File: src/rtl/if_stage.sv
// Instruction fetch: PC register, byte-serial word assembly over the shared memory bus, IF/ID register.
// Latency: uncached fetch takes 5 cycles in FETCH plus 1 in HAVE. With ICACHE_EN, a hit takes 1 cycle in FETCH plus 1 in HAVE.
// Backpressure: stall_if is raised while no word is ready. stall_pcreg and stall_if_id hold or bubble the registers.
//
// Optional feature macro: ICACHE_EN. It adds a direct-mapped, one-word-per-line instruction cache of ICACHE_LINES lines.

module if_stage #(
    parameter logic [31:0] RESET_PC = 32'h0000_0000
`ifdef ICACHE_EN
    ,
    parameter int ICACHE_LINES = 128
`endif
) (
    input  logic        clk,
    input  logic        rst,
    input  logic [1:0]  stall_pcreg,
    input  logic [1:0]  stall_if_id,
    input  logic        jump_en,
    input  logic [31:0] jump_addr,
    input  logic        mem_gnt,
    input  logic [7:0]  mem_din,
    output logic        mem_rd,
    output logic [31:0] mem_a,
    output logic        stall_if,
    output logic [31:0] id_pc,
    output logic [31:0] id_inst,
    output logic        id_valid
);

    typedef enum logic {
        FETCH = 1'b0,
        HAVE  = 1'b1
    } state_t;

    localparam logic [1:0]  CMD_PASS = 2'b00;
    localparam logic [1:0]  CMD_BUBB = 2'b10;
    localparam logic [31:0] NOP_INST = 32'h0000_0013;

    state_t      state_q, state_d;
    logic [31:0] pc_q, pc_d;
    logic [2:0]  cnt_q, cnt_d;
    logic [23:0] byte_buf_q, byte_buf_d;
    logic [31:0] inst_buf_q, inst_buf_d;
    logic [31:0] id_pc_q, id_pc_d;
    logic [31:0] id_inst_q, id_inst_d;
    logic        id_valid_q, id_valid_d;

    // The fourth byte has arrived and the assembled word is complete this cycle.
    logic        word_done;
    logic [31:0] word_asm;
    logic        cache_hit;

`ifdef ICACHE_EN
    localparam int IDX_W = $clog2(ICACHE_LINES);
    localparam int TAG_W = 30 - IDX_W;

    logic [31:0]             cache_data [ICACHE_LINES];
    logic [TAG_W-1:0]        cache_tag  [ICACHE_LINES];
    logic [ICACHE_LINES-1:0] cache_vld_q, cache_vld_d;
    logic [IDX_W-1:0]        pc_idx;
    logic [TAG_W-1:0]        pc_tag;
    logic                    fill_en;

    assign pc_idx    = pc_q[IDX_W+1:2];
    assign pc_tag    = pc_q[31:IDX_W+2];
    // Lookups happen only at the start of a fetch. A hit skips the bus entirely.
    assign cache_hit = (state_q == FETCH) && (cnt_q == 3'd0) &&
                       cache_vld_q[pc_idx] && (cache_tag[pc_idx] == pc_tag);
    // A word discarded by a jump in the same cycle is not cached.
    assign fill_en   = word_done && !jump_en;

    // Line valid bits: set on fill.
    always_comb begin
        cache_vld_d = cache_vld_q;
        if (fill_en) begin
            cache_vld_d[pc_idx] = 1'b1;
        end
    end

    // Line valid bits: cleared on reset.
    always_ff @(posedge clk) begin
        if (rst) begin
            cache_vld_q <= '0;
        end else begin
            cache_vld_q <= cache_vld_d;
        end
    end

    // Data and tag storage needs no reset because the valid bits gate every use.
    always_ff @(posedge clk) begin
        if (fill_en) begin
            cache_data[pc_idx] <= word_asm;
            cache_tag[pc_idx]  <= pc_tag;
        end
    end
`else
    assign cache_hit = 1'b0;
`endif

    assign word_asm  = {mem_din, byte_buf_q};
    assign word_done = (state_q == FETCH) && !cache_hit && mem_gnt && (cnt_q == 3'd4);

    // The stall request decodes registered state only, so it has no path from the controller's commands.
    assign stall_if = (state_q == FETCH);
    assign id_pc    = id_pc_q;
    assign id_inst  = id_inst_q;
    assign id_valid = id_valid_q;

    // Bus request: byte addresses pc+0..pc+3 are issued while cnt<4. There is no request during reset or on a cache hit.
    always_comb begin
        mem_rd = 1'b0;
        mem_a  = 32'h0000_0000;
        if (!rst && (state_q == FETCH) && (cnt_q < 3'd4) && !cache_hit) begin
            mem_rd = 1'b1;
            mem_a  = pc_q + {29'b0, cnt_q};
        end
    end

    // Next state for fetch sequencing, PC, IF/ID and jump redirect.
    always_comb begin
        state_d    = state_q;
        pc_d       = pc_q;
        cnt_d      = cnt_q;
        byte_buf_d = byte_buf_q;
        inst_buf_d = inst_buf_q;
        id_pc_d    = id_pc_q;
        id_inst_d  = id_inst_q;
        id_valid_d = id_valid_q;

        case (state_q)
            FETCH: begin
`ifdef ICACHE_EN
                if (cache_hit) begin
                    inst_buf_d = cache_data[pc_idx];
                    state_d    = HAVE;
                end else
`endif
                if (!mem_gnt) begin
                    // Losing the bus drops the partial word. The fetch restarts at pc+0.
                    cnt_d = 3'd0;
                end else if (cnt_q == 3'd4) begin
                    inst_buf_d = word_asm;
                    state_d    = HAVE;
                    cnt_d      = 3'd0;
                end else begin
                    // mem_din carries the byte addressed in the previous cycle, which is byte cnt-1.
                    case (cnt_q)
                        3'd1:    byte_buf_d[7:0]   = mem_din;
                        3'd2:    byte_buf_d[15:8]  = mem_din;
                        3'd3:    byte_buf_d[23:16] = mem_din;
                        default: byte_buf_d        = byte_buf_q;
                    endcase
                    cnt_d = cnt_q + 3'd1;
                end
            end
            HAVE: begin
                // The PC has no bubble form, so Hold and Bubb both keep it.
                if (stall_pcreg == CMD_PASS) begin
                    pc_d    = pc_q + 32'd4;
                    state_d = FETCH;
                end
            end
            default: state_d = FETCH;
        endcase

        case (stall_if_id)
            CMD_PASS: begin
                id_pc_d    = pc_q;
                id_inst_d  = inst_buf_q;
                id_valid_d = 1'b1;
            end
            CMD_BUBB: begin
                id_pc_d    = 32'h0000_0000;
                id_inst_d  = NOP_INST;
                id_valid_d = 1'b0;
            end
            default: begin
                id_pc_d    = id_pc_q;
                id_inst_d  = id_inst_q;
                id_valid_d = id_valid_q;
            end
        endcase

        // A redirect wins over everything and discards any fetched or in-flight word.
        if (jump_en) begin
            pc_d       = jump_addr;
            state_d    = FETCH;
            cnt_d      = 3'd0;
            inst_buf_d = inst_buf_q;
            id_pc_d    = 32'h0000_0000;
            id_inst_d  = NOP_INST;
            id_valid_d = 1'b0;
        end
    end

    // State registers. Reset overrides jump and all stall commands.
    always_ff @(posedge clk) begin
        if (rst) begin
            state_q    <= FETCH;
            pc_q       <= RESET_PC;
            cnt_q      <= 3'd0;
            byte_buf_q <= 24'h0;
            inst_buf_q <= NOP_INST;
            id_pc_q    <= 32'h0000_0000;
            id_inst_q  <= NOP_INST;
            id_valid_q <= 1'b0;
        end else begin
            state_q    <= state_d;
            pc_q       <= pc_d;
            cnt_q      <= cnt_d;
            byte_buf_q <= byte_buf_d;
            inst_buf_q <= inst_buf_d;
            id_pc_q    <= id_pc_d;
            id_inst_q  <= id_inst_d;
            id_valid_q <= id_valid_d;
        end
    end

endmodule

File: config.mk
export PLATFORM = sky130hd
export DESIGN_NAME = if_stage
export DESIGN_NICKNAME = d
export VERILOG_FILES = /design/src/rtl/if_stage.sv
export SDC_FILE = /design/constraint.sdc
export NUM_CORES = 1
export LEC_CHECK = 0
export CAP_MARGIN = 0
export CELL_PAD_IN_SITES_DETAIL_PLACEMENT = 2
export CELL_PAD_IN_SITES_GLOBAL_PLACEMENT = 2
export CORE_AREA = 2 2 117 204
export CTS_CLUSTER_SIZE = 14
export DETAILED_ROUTE_END_ITERATION = 16
export DIE_AREA = 0 0 119 206
export HOLD_SLACK_MARGIN = 0.08
export PLACE_DENSITY_LB_ADDON = 0.1
export SETUP_SLACK_MARGIN = 0.2
export SLEW_MARGIN = 20
export SYNTH_ARGS = -nofsm -noshare
export SYNTH_HDL_FRONTEND = slang
export SYNTH_SLANG_ARGS = --single-unit
File: constraint.sdc
create_clock -name clk -period 6.6 [get_ports clk]
set_clock_uncertainty 0.1 [all_clocks]
set_input_delay 1.32 -clock clk [delete_from_list [all_inputs] [get_ports clk]]
set_output_delay 1.32 -clock clk [all_outputs]
set_load 0.005 [all_outputs]
==> reports/summary.json, run 1 <==
{
  "min_path": {
    "min_from": "inst_buf_q[8]",
    "hold_class": "flip-flop to flip-flop",
    "worst_hold_path_stage_count": 2,
    "min_delay_worst_endpoint": "inst_buf_q[8]"
  },
  "power": {
    "irDropWorstVdd_mv": 0.183,
    "power.density_cell_area_nw_per_um2": 229,
    "power.total_mw": 2.15,
    "p_leak_nw": 3.17
  },
  "die": {
    "die_area_sq_um": 24500,
    "ioPinCount": 147,
    "rows": 74,
    "initial_utilization": 0.312,
    "die_height_um": 206,
    "fp.dieW_um": 119,
    "floorplan.core_area_sq_um": 23100
  },
  "logic_synthesis": {
    "synthFlopType": "dfxtp_1",
    "ys_top_cells_by_area": "dfxtp_1, a21oi_1, nor2_1",
    "synth_compound_gate_area_share": 0.119,
    "adder_cell_share_of_the_synthesized_area": 0.0184,
    "synth_edf_count": 0,
    "synth_largest_type_area_fraction": 0.437,
    "async_reset_ff_frac": 0,
    "synth.distinct_cells": 46,
    "synth-seq-area-share": 0.437,
    "yosys_warnings": 0,
    "syn_avg_cell_area_sq_um": 8.11,
    "synth_xor_area_frac": 0.0608,
    "synth_simple_gate_area_frac": 0.288,
    "synth_fp_nets": 946,
    "synth_top_family_by_area": "simple AND/OR/NAND/NOR gates",
    "syn_area_sq_um": 7200,
    "synth_top_cell_by_area": "dfxtp_1",
    "yosysMostFrequentCell": "dfxtp_1",
    "yosys-mux-area-fraction": 0.0292,
    "synth.cells.most_frequent": "dfxtp_1, nor2_1, a21oi_1",
    "yosys_register_bits": 157,
    "synthesis.instances": 888
  },
  "critical_path": {
    "critical_path.reg2reg.endpoint": "pc_q[29]",
    "worst_setup_path_start_kind": "flip-flop",
    "startpoint_of_the_lowest_slack_register_to_register_path": "pc_q[3]",
    "worst_r2r_path_depth": 5,
    "critical_path_at_ps": 3410,
    "crit_fanout": 7,
    "worstPathRequired_ps": 5180,
    "worstSetupPathType": "flip-flop to output pin",
    "reg2reg_setup_slack_ps": 4130,
    "setup.worst_path.end_class": "output pin"
  },
  "clock_network": {
    "post-cts-setup-buffers": 0,
    "cts_resized": 0,
    "cts_tree": "done",
    "cts_root_buf": "clkbuf_16",
    "postCtsHoldBufs": 0,
    "clkLatencyLatePin_ps": 430,
    "ctsLongestPathBuffers": 2,
    "cts.sinks": 157,
    "tritoncts.num_buffers": 17,
    "clkSlewWorstSetupHoldPaths_ps": 60,
    "cts-htree-levels": 4
  },
  "placed_design": {
    "io_buffer_count": 146,
    "gp_routability_congestion": 0.782,
    "dp_hpwl_um": 17800
  },
  "route": {
    "ant_nets": 0,
    "routed_wire_length_per_instance_um": 19.3,
    "drt-initial-drc-count": 179,
    "via_count": 6642,
    "drt_wl_total_um": 25100,
    "drc": 0,
    "dr.pass1.iters": 4,
    "detail_route.vias_per_cell": 5.10
  },
  "sta": {
    "hold_violations": 0,
    "post-route-period-util": 0.732,
    "grt_setup_unrepaired": "no",
    "max-slew-margin-rel": 0.451,
    "fmax_mhz": 207,
    "finalSetupTns_ps": 0,
    "max_slew.worst_pin.slew_ps": 818,
    "finalCriticalPeriod_ps": 4830,
    "setup_viol_count_final": 0,
    "count_of_pins_over_their_slew_limit": 0
  },
  "flow_run": {
    "max_cap_violations": 0
  },
  "grt": {
    "antenna_found_initial": 0,
    "number_of_global_route_vias_before_repair": 7053,
    "global_route.usage.total": 0.209,
    "grt.overflow.total": 0,
    "grt_max_degree": 67,
    "grt_pass1_wl_um": 39700
  },
  "final_layout": {
    "filler_cell_count": 2557,
    "syn_to_final_growth_pct": 30.1,
    "final_net_count": 1044,
    "final_layout_size_suffix_gt1_frac": 0.0541,
    "antenna_cells_inserted": 0
  },
  "status": {
    "run_status": "complete, no violations"
  }
}
-- how the worst max path moves through the flow --
stage | slack [ps] | start | endpoint | cells past startpoint
2_1_floorplan | 2820 | rst | mem_a[18] | 5
3_3_place_gp | 2030 | rst | mem_a[30] | 6
3_5_place_dp | 1980 | rst | mem_a[30] | 6
4_1_cts | 1710 | cnt_q[0] | mem_a[16] | 8
5_1_grt | 1570 | cnt_q[0] | mem_a[16] | 8
6_report | 1770 | cnt_q[0] | mem_a[16] | 8
-- placed cells by master (no fill, tap or decap), drive strengths merged, types with 2 or more instances in the layout --
cell type	Yosys	routed
nor3b	59	59
inv	9	10
nand3	14	14
nand4	22	22
and2	4	4
nor2b	6	6
o21ai	12	12
clkdlybuf4s50	0	143
a311oi	2	2
bufinv	0	2
dfxtp	157	157
xor2	25	25
xnor2	25	25
mux2i	21	21
nor3	22	22
nor2	144	144
ha	9	9
a21oi	114	114
nand3b	3	3
or3	5	5
clkinv	0	5
nand2	111	111
nor4	4	4
and4	6	6
clkinvlp	0	3
o2111ai	2	2
buf	21	12
and3	7	7
clkbuf	55	21
a211oi	18	18
-- sequential cells by signal, summed over array words and instances (netlist names) --
signal      flops
pc_q           32
id_valid        1
cnt_q           3
state_q         1
inst_buf_q     32
byte_buf_q     24
id_pc          32
id_inst        32
-- stage by stage --
step           cells  utilization  cell area (sq um)  hold WS [ps]  setup slack, ps
5_1_grt         1303        0.406               9360           381             1570
4_1_cts         1303        0.406               9360           360             1710
2_1_floorplan    888            -               7200           331             2820
6_report        1303        0.406               9360           354             1770
3_5_place_dp    1271        0.381               8790           350             1980
3_3_place_gp    1271        0.381               8790           339             2030
-- worst max-delay path, stage by stage, from the launching register on --
cell and delay (ps):
dfxtp_1 400, ha_1 190, inv_1 50, fa_1 390, nor2b_1 430, o211ai_1 380
or3_1 450, a21oi_1 160, clkdlybuf4s50_1 530
-- final cells by class --
cell class	count	area (sq um)	share of cell area
Clock inverter	11	116	0.0124
Multi-Input combinational cell	646	3710	0.397
Sequential cell	157	3140	0.336
Clock buffer	21	460	0.0492
Tap cell	304	380	0.0406
Timing Repair Buffer	155	1520	0.162
Inverter	9	33.8	0.00361
-- per-layer routing --
metal	up-vias	GRT usage	wire length (um)	part of all wire
li1	3206	-	-	-
met1	3314	0.221	9680	0.39
met2	99	0.415	14300	0.57
met3	23	0.0342	597	0.024
met4	0	0.0680	526	0.021
met5	-	0	0	0
-- cell families after synthesis --
kind of cell    after synthesis
simple gates                411
mux                          21
buf+inv                      85
flops                       157
fa+ha+maj                    10
xor+xnor                     50
compound gates              154
-- report_power, final --
group	total, mW	switching, mW	internal (mW)
clock	0.982	0.408	0.575
sequential	0.996	0.0318	0.964
combinational	0.169	0.0902	0.0787
No activity file was read; power rests on OpenSTA's default activity.
==> run 2: changes to the inputs <==
--- a/config.mk
+++ b/config.mk
@@ -8,10 +8,10 @@
 export CAP_MARGIN = 0
 export CELL_PAD_IN_SITES_DETAIL_PLACEMENT = 2
 export CELL_PAD_IN_SITES_GLOBAL_PLACEMENT = 2
-export CORE_AREA = 2 2 117 204
+export CORE_AREA = 2 2 127 221
 export CTS_CLUSTER_SIZE = 14
 export DETAILED_ROUTE_END_ITERATION = 16
-export DIE_AREA = 0 0 119 206
+export DIE_AREA = 0 0 129 223
 export HOLD_SLACK_MARGIN = 0.08
 export PLACE_DENSITY_LB_ADDON = 0.1
 export SETUP_SLACK_MARGIN = 0.2
==> constraint.sdc (replaced) <==
create_clock -name clk -period 4 [get_ports clk]
set_clock_uncertainty 0.1 [all_clocks]
set_input_delay 0.8 -clock clk [delete_from_list [all_inputs] [get_ports clk]]
set_output_delay 0.8 -clock clk [all_outputs]
set_load 0.005 [all_outputs]
==> reports/summary.json, run 2 (same netlist as run 1, synthesis figures left out) <==
{
  "final_layout": {
    "antenna_cells_inserted": {"value": 0, "change": "unchanged"},
    "syn_to_final_growth_pct": 34.7,
    "final_layout_size_suffix_gt1_frac": {"value": 0.0903, "change": "+0.0362"},
    "filler_cell_count": {"value": 3068, "change": "+20%"},
    "layout_commonest_cell": "dfxtp_1",
    "final_net_count": {"value": 1065, "change": "+2.0%"},
    "layout.cells.most_common_list": "dfxtp_1, nor2_1, clkdlybuf4s50_1, a21oi_1, nand2_1"
  },
  "critical_path": {
    "worstPathRequired": {"value": 3100, "unit": "ps", "change": "-2080 ps"},
    "critical_path_at": {"value": 2830, "unit": "ps", "change": "-580 ps"},
    "ordered_cell_list_for_the_critical_path": "ha_1, inv_1, fa_2, nor2b_4, o2111ai_4, nor2_1, nor2_1, a311oi_1, clkdlybuf4s50_1",
    "path_buf_inv": {"value": 2, "change": "unchanged"},
    "cp-startpoint": "pc_q[0]",
    "worst_setup_path_start_kind": "flip-flop",
    "startpoint_of_the_lowest_slack_register_to_register_path": "state_q",
    "critical_path.slowest_cell": "clkdlybuf4s50_1",
    "cell_type_group_with_the_largest_total_delay_on_the_critical_path": "buffers and inverters",
    "cp_common_cell": "nor2_1",
    "setup.worst_path.end_class": "output pin",
    "worstSetupPathType": "flip-flop to output pin",
    "crit_fanout": {"value": 7, "change": "unchanged"},
    "worst_path_largest_cell_delay": {"value": 540, "unit": "ps", "change": "about the same"}
  },
  "power": {
    "clkPwrFrac": {"value": 0.455, "change": "-0.002"},
    "cell_internal_pwr": {"value": 2.67, "unit": "mW", "change": "+65%"},
    "power.density_cell_area": {"value": 367, "unit": "nW/um^2", "change": "+60%"},
    "p_leak": {"value": 3.32, "unit": "nW", "change": "+4.8%"},
    "power.share.switching": {"value": 0.251, "change": "+0.00384"},
    "irDropWorstVdd": {"value": 0.278, "unit": "mV", "change": "+52%"},
    "comb_power_share": {"value": 0.085, "change": "+0.006"},
    "power.total": {"value": 3.56, "unit": "mW", "change": "+66%"},
    "net-switching-power": {"value": 0.892, "unit": "mW", "change": "+68%"},
    "power.share.sequential": {"value": 0.460, "change": "-0.004"}
  },
  "die": {
    "initial_utilization": {"value": 0.265, "change": "-0.0469"},
    "die_area": {"value": 28800, "unit": "sq um", "change": "+17%"},
    "ioPinCount": {"value": 147, "change": "unchanged"},
    "floorplan.core_area": {"value": 27100, "unit": "sq um", "change": "+18%"},
    "fp.dieW": {"value": 129, "unit": "um", "change": "+8.4%"},
    "die_height": {"value": 223, "unit": "um", "change": "+8.3%"},
    "rows": {"value": 80, "change": "+8.1%"}
  },
  "grt": {
    "antenna_found_initial": {"value": 0, "change": "unchanged"},
    "grt.overflow.total": {"value": 0, "change": "unchanged"},
    "global_route.usage.total": {"value": 0.187, "change": "-0.0225"},
    "grt_max_degree": {"value": 65, "change": "-3.0%"},
    "number_of_global_route_vias_before_repair": {"value": 7062, "change": "+0.13%"},
    "grt_pass1_wl": {"value": 40900, "unit": "um", "change": "+3.2%"}
  },
  "route": {
    "dr.pass1.iters": {"value": 4, "change": "unchanged"},
    "via_count": {"value": 6607, "change": "-0.53%"},
    "drc": {"value": 0, "change": "unchanged"},
    "ant_nets": {"value": 0, "change": "unchanged"},
    "routed_wire_length_per_instance": {"value": 18.8, "unit": "um", "change": "-2.2%"},
    "drt-initial-drc-count": {"value": 173, "change": "-3.4%"},
    "detail_route.vias_per_cell": {"value": 4.76, "change": "-6.6%"},
    "drt_wl_total": {"value": 26100, "unit": "um", "change": "+4.2%"}
  },
  "sta": {
    "finalCriticalPeriod_ps": 3730,
    "max-slew-margin-rel": {"value": 0.476, "change": "+0.0249"},
    "max_slew.worst_pin.slew": {"value": 787, "unit": "ps", "change": "-31.2 ps"},
    "grt_setup_unrepaired": "yes",
    "count_of_pins_over_their_slew_limit": {"value": 0, "change": "unchanged"},
    "fmax_mhz": 268,
    "finalSetupTns": {"value": 0, "unit": "ps", "change": "unchanged"},
    "post-route-period-util": 0.932,
    "hold_violations": {"value": 0, "change": "unchanged"},
    "setup_viol_count_final": {"value": 0, "change": "unchanged"}
  },
  "clock_network": {
    "cts_root_buf": "clkbuf_16",
    "tritoncts.num_buffers": {"value": 17, "change": "unchanged"},
    "clkSlewWorstSetupHoldPaths": {"value": 60, "unit": "ps", "change": "about the same"},
    "postCtsHoldBufs": {"value": 0, "change": "unchanged"},
    "cts-htree-levels": {"value": 4, "change": "unchanged"},
    "clkLatencyLatePin": {"value": 440, "unit": "ps", "change": "about the same"},
    "cts.sinks": {"value": 157, "change": "unchanged"},
    "cts_tree": "done",
    "ctsLongestPathBuffers": {"value": 2, "change": "unchanged"}
  },
  "min_path": {
    "hold_class": "flip-flop to flip-flop",
    "min_from": "inst_buf_q[30]"
  },
  "placed_design": {
    "io_buffer_count": {"value": 146, "change": "unchanged"},
    "gp_routability_congestion": {"value": 0.750, "change": "-4.1%"},
    "dp_hpwl": {"value": 19000, "unit": "um", "change": "+6.4%"}
  },
  "flow_run": {
    "max_cap_violations": {"value": 0, "change": "unchanged"}
  },
  "status": {
    "run_status": "complete, no violations"
  }
}
[run 2: power by group through the flow]
stage / clock (mW) / combinational (mW) / sequential, mW
5_1_grt: 1.73 / 0.334 / 1.64
2_1_floorplan: 0 / 0.166 / 1.65
6_report: 1.62 / 0.303 / 1.64
3_5_place_dp: 0 / 0.309 / 1.67
3_3_place_gp: 0 / 0.305 / 1.67
4_1_cts: 1.68 / 0.312 / 1.64
[run 2: final timing paths]
path | endpoint | slack [ps] | cells after the start
worst max-delay path | mem_a[18] | 270 | 9
worst max register to register | pc_q[31] | 1660 | 5
worst min-delay path | inst_buf_q[30] | 360 | 2
worst min register to register | inst_buf_q[30] | 360 | 2
[run 2: cell type report]
type | count | area [sq um] | share of cell area
timing repair buffer | 176 | 1700 | 0.175
sequential | 157 | 3150 | 0.325
multi-input combinational | 646 | 3760 | 0.388
tap | 369 | 462 | 0.0476
clock inverter | 9 | 85.1 | 0.00878
clock buffer | 22 | 494 | 0.0510
inverter | 9 | 33.8 | 0.00349
[run 2: repair_timing]
action,in CTS,in global routing
resized for setup,12,9
setup buffers,5,1
pin swaps,2,1
setup endpoints to repair,17,15
[run 2: layer usage]
metal | part of all wire | GRT usage | up-vias
met5 | 0 | 0 | -
met4 | 0.019 | 0.0607 | 0
met3 | 0.028 | 0.0329 | 22
met2 | 0.58 | 0.369 | 96
met1 | 0.38 | 0.193 | 3246
li1 | - | - | 3243
[run 2: worst register-to-register path: stages, from the launching register on]
cell	delay [ps]
dfxtp_1	550
nand4bb_1	400
nor4_4	620
nand4_1	200
xor2_1	170
a211oi_1	220
[run 2: through the flow]
stage | cell area (sq um) | utilization | worst slack [ps] | hold WS, ps | std cells
5_1_grt | 9690 | 0.357 | 109 | 380 | 1388
4_1_cts | 9650 | 0.356 | 219 | 360 | 1387
3_5_place_dp | 9000 | 0.332 | 302 | 351 | 1351
3_3_place_gp | 9000 | 0.332 | 408 | 341 | 1351
2_1_floorplan | 7200 | - | 1140 | 331 | 888
6_report | 9690 | 0.357 | 274 | 356 | 1388
==> run 3: changes to the inputs <==
--- a/config.mk
+++ b/config.mk
@@ -15,7 +15,7 @@
 export HOLD_SLACK_MARGIN = 0.08
 export PLACE_DENSITY_LB_ADDON = 0.1
 export SETUP_SLACK_MARGIN = 0.2
-export SLEW_MARGIN = 20
+export SLEW_MARGIN = 40
 export SYNTH_ARGS = -nofsm -noshare
 export SYNTH_HDL_FRONTEND = slang
 export SYNTH_SLANG_ARGS = --single-unit
==> constraint.sdc (replaced) <==
create_clock -name clk -period 3.3 [get_ports clk]
set_clock_uncertainty 0.1 [all_clocks]
set_input_delay 0.66 -clock clk [delete_from_list [all_inputs] [get_ports clk]]
set_output_delay 0.66 -clock clk [all_outputs]
set_load 0.005 [all_outputs]
==> reports/summary.json, run 3 (same netlist as run 1, synthesis figures left out) <==
{
  "status": {
    "run_status": "complete, no violations"
  },
  "final_layout": {
    "final_layout_size_suffix_gt1_frac": {"value": 0.167, "change": "+0.0765"},
    "multi_input_gate_area_in_the_final_layout": {"value": 3970, "unit": "sq um", "change": "+5.5%"},
    "final_cell_count_no_fill": {"value": 1430, "change": "+3.0%"},
    "filler_cell_count": {"value": 3011, "change": "-1.9%"},
    "syn_to_final_growth_pct": 42.0,
    "area.sequential": {"value": 3160, "unit": "sq um", "change": "+0.36%"},
    "layout_commonest_cell": "dfxtp_1",
    "antenna_cells_inserted": {"value": 0, "change": "unchanged"},
    "layout.cells.most_common_list": "dfxtp_1, nor2_1, clkdlybuf4s50_1, a21oi_1, nand2_1",
    "final_net_count": {"value": 1110, "change": "+4.2%"}
  },
  "min_path": {
    "min_from": "inst_buf_q[21]",
    "hold_class": "flip-flop to flip-flop"
  },
  "die": {
    "die_height": {"value": 223, "unit": "um", "change": "unchanged"},
    "fp.dieW": {"value": 129, "unit": "um", "change": "unchanged"},
    "floorplan.core_area": {"value": 27100, "unit": "sq um", "change": "unchanged"},
    "die_area": {"value": 28800, "unit": "sq um", "change": "unchanged"},
    "initial_utilization": {"value": 0.265, "change": "unchanged"},
    "ioPinCount": {"value": 147, "change": "unchanged"},
    "rows": {"value": 80, "change": "unchanged"}
  },
  "route": {
    "detail_route.vias_per_cell": {"value": 4.78, "change": "+0.44%"},
    "dr.pass1.iters": {"value": 4, "change": "unchanged"},
    "ant_nets": {"value": 0, "change": "unchanged"},
    "drt_wl_total": {"value": 27600, "unit": "um", "change": "+5.6%"},
    "drc": {"value": 0, "change": "unchanged"},
    "via_count": {"value": 6837, "change": "+3.5%"},
    "drt-initial-drc-count": {"value": 149, "change": "-14%"},
    "routed_wire_length_per_instance": {"value": 19.3, "unit": "um", "change": "+2.5%"}
  },
  "critical_path": {
    "worstPathRequired": {"value": 2540, "unit": "ps", "change": "-560 ps"},
    "ordered_cell_list_for_the_critical_path": "ha_4, inv_2, fa_2, nor2b_4, o211ai_1, buf_4, or3_4, a21oi_2, buf_2",
    "startpoint_of_the_lowest_slack_register_to_register_path": "pc_q[3]",
    "path_buf_inv": {"value": 3, "change": "+1"},
    "setup.worst_path.end_class": "output pin",
    "critical_path.slowest_cell": "dfxtp_2",
    "worst_setup_path_start_kind": "flip-flop",
    "worstSetupPathType": "flip-flop to output pin",
    "critical_path_at": {"value": 2480, "unit": "ps", "change": "-350 ps"},
    "cp-startpoint": "cnt_q[0]",
    "crit_fanout": {"value": 3, "change": "-4"},
    "worst_path_largest_cell_delay": {"value": 360, "unit": "ps", "change": "-180 ps"},
    "cell_type_group_with_the_largest_total_delay_on_the_critical_path": "adder cells"
  },
  "grt": {
    "grt_pass1_wl": {"value": 42500, "unit": "um", "change": "+3.8%"},
    "grt.overflow.total": {"value": 0, "change": "unchanged"},
    "antenna_found_initial": {"value": 1, "change": "+1"},
    "number_of_global_route_vias_before_repair": {"value": 7393, "change": "+4.7%"},
    "global_route.usage.total": {"value": 0.197, "change": "+0.00954"},
    "grt_max_degree": {"value": 73, "change": "+12%"}
  },
  "placed_design": {
    "gp_routability_congestion": {"value": 0.755, "change": "+0.65%"},
    "numPlacedInstances": {"value": 1382, "change": "+2.3%"},
    "io_buffer_count": {"value": 146, "change": "unchanged"},
    "dp_hpwl": {"value": 19700, "unit": "um", "change": "+3.6%"},
    "placement.setup.worst_slack": {"value": -170, "unit": "ps", "change": "-472 ps"}
  },
  "sta": {
    "post-route-period-util": 0.982,
    "fmax_mhz": 309,
    "finalCriticalPeriod_ps": 3240,
    "setup_viol_count_final": {"value": 0, "change": "unchanged"},
    "max-slew-margin-rel": {"value": 0.539, "change": "+0.0637"},
    "max_slew.worst_pin.slew": {"value": 691, "unit": "ps", "change": "-95.6 ps"},
    "count_of_pins_over_their_slew_limit": {"value": 0, "change": "unchanged"},
    "grt_setup_unrepaired": "yes",
    "minimum_setup_slack_in_the_final_design": {"value": 60.7, "unit": "ps", "change": "-213 ps"},
    "hold_violations": {"value": 0, "change": "unchanged"}
  },
  "power": {
    "power.total": {"value": 4.23, "unit": "mW", "change": "+19%"},
    "p_leak": {"value": 3.76, "unit": "nW", "change": "+13%"},
    "irDropWorstVdd": {"value": 0.349, "unit": "mV", "change": "+25%"},
    "power.density_cell_area": {"value": 414, "unit": "nW/um^2", "change": "+13%"}
  },
  "clock_network": {
    "postCtsHoldBufs": {"value": 0, "change": "unchanged"},
    "clkSlewWorstSetupHoldPaths": {"value": 60, "unit": "ps", "change": "about the same"},
    "clkLatencyLatePin": {"value": 440, "unit": "ps", "change": "about the same"},
    "cts-htree-levels": {"value": 4, "change": "unchanged"},
    "cts.sinks": {"value": 157, "change": "unchanged"},
    "cts_root_buf": "clkbuf_16",
    "cts_tree": "done",
    "tritoncts.num_buffers": {"value": 17, "change": "unchanged"},
    "ctsLongestPathBuffers": {"value": 2, "change": "unchanged"}
  },
  "flow_run": {
    "max_cap_violations": {"value": 0, "change": "unchanged"}
  }
}
## run 3: changes by cell type in the layout (fill, tap and decap cells not counted), sizes merged
cell	delta
buf	+58
clkdlybuf4s15	+1
clkdlybuf4s50	-27
clkinv	-1
clkinvlp	+1
dlygate4sd2	+11
inv	-1
## run 3: worst reg2reg max path, delay by kind of cell, from the launching register on
| kind | cells | cell delay [ps] |
|---|---|---|
| buf+inv | 1 | 230 |
| fa+ha+maj | 1 | 210 |
| simple gates | 3 | 1060 |
| flops | 1 | 390 |
| compound gates | 1 | 300 |
## run 3: power by group
group          internal [mW]  switching, mW
Sequential              1.93         0.0462
Combinational          0.186          0.224
Clock                   1.05          0.796
## run 3: routing by layer
layer  GRT usage  part of all wire  vias up
li1            -                 -     3329
met1       0.198              0.37     3379
met2       0.385              0.58       96
met3      0.0379             0.026       33
met4      0.0764             0.031        0
met5           0                 0        -
## run 3: area by class of cell
class / instances / share of cell area
clock buffer: 20 / 0.0447
clock inverter: 8 / 0.00698
sequential: 157 / 0.309
tap: 369 / 0.0452
inverter: 9 / 0.00330
multi-input combinational: 646 / 0.388
timing repair buffer: 221 / 0.202
## run 3: final timing paths
path                    endpoint  cells past startpoint  slack, ps
setup / recovery       mem_a[10]                      9         60
hold / removal    inst_buf_q[21]                      2        350
setup reg to reg        pc_q[18]                      6        910
hold reg to reg   inst_buf_q[21]                      2        350
## run 3: what timing repair did
action | 4_1_cts | 5_1_grt
pin swaps | 41 | 20
endpoints found under the setup margin | 30 | 24
resized for setup | 139 | 15
cloned | 0 | 1
setup buffers | 17 | 2
## run 3: per-stage QoR
| step | hold slack, ps | utilization | setup TNS, ps | instance area (sq um) |
|---|---|---|---|---|
| floorplan | 331 | - | 0 | 7200 |
| global placement | 339 | 0.342 | -61.6 | 9280 |
| detailed placement | 351 | 0.342 | -746 | 9280 |
| CTS | 362 | 0.374 | -27.9 | 10100 |
| global route | 371 | 0.377 | -86.3 | 10200 |
| finish | 354 | 0.377 | 0 | 10200 |
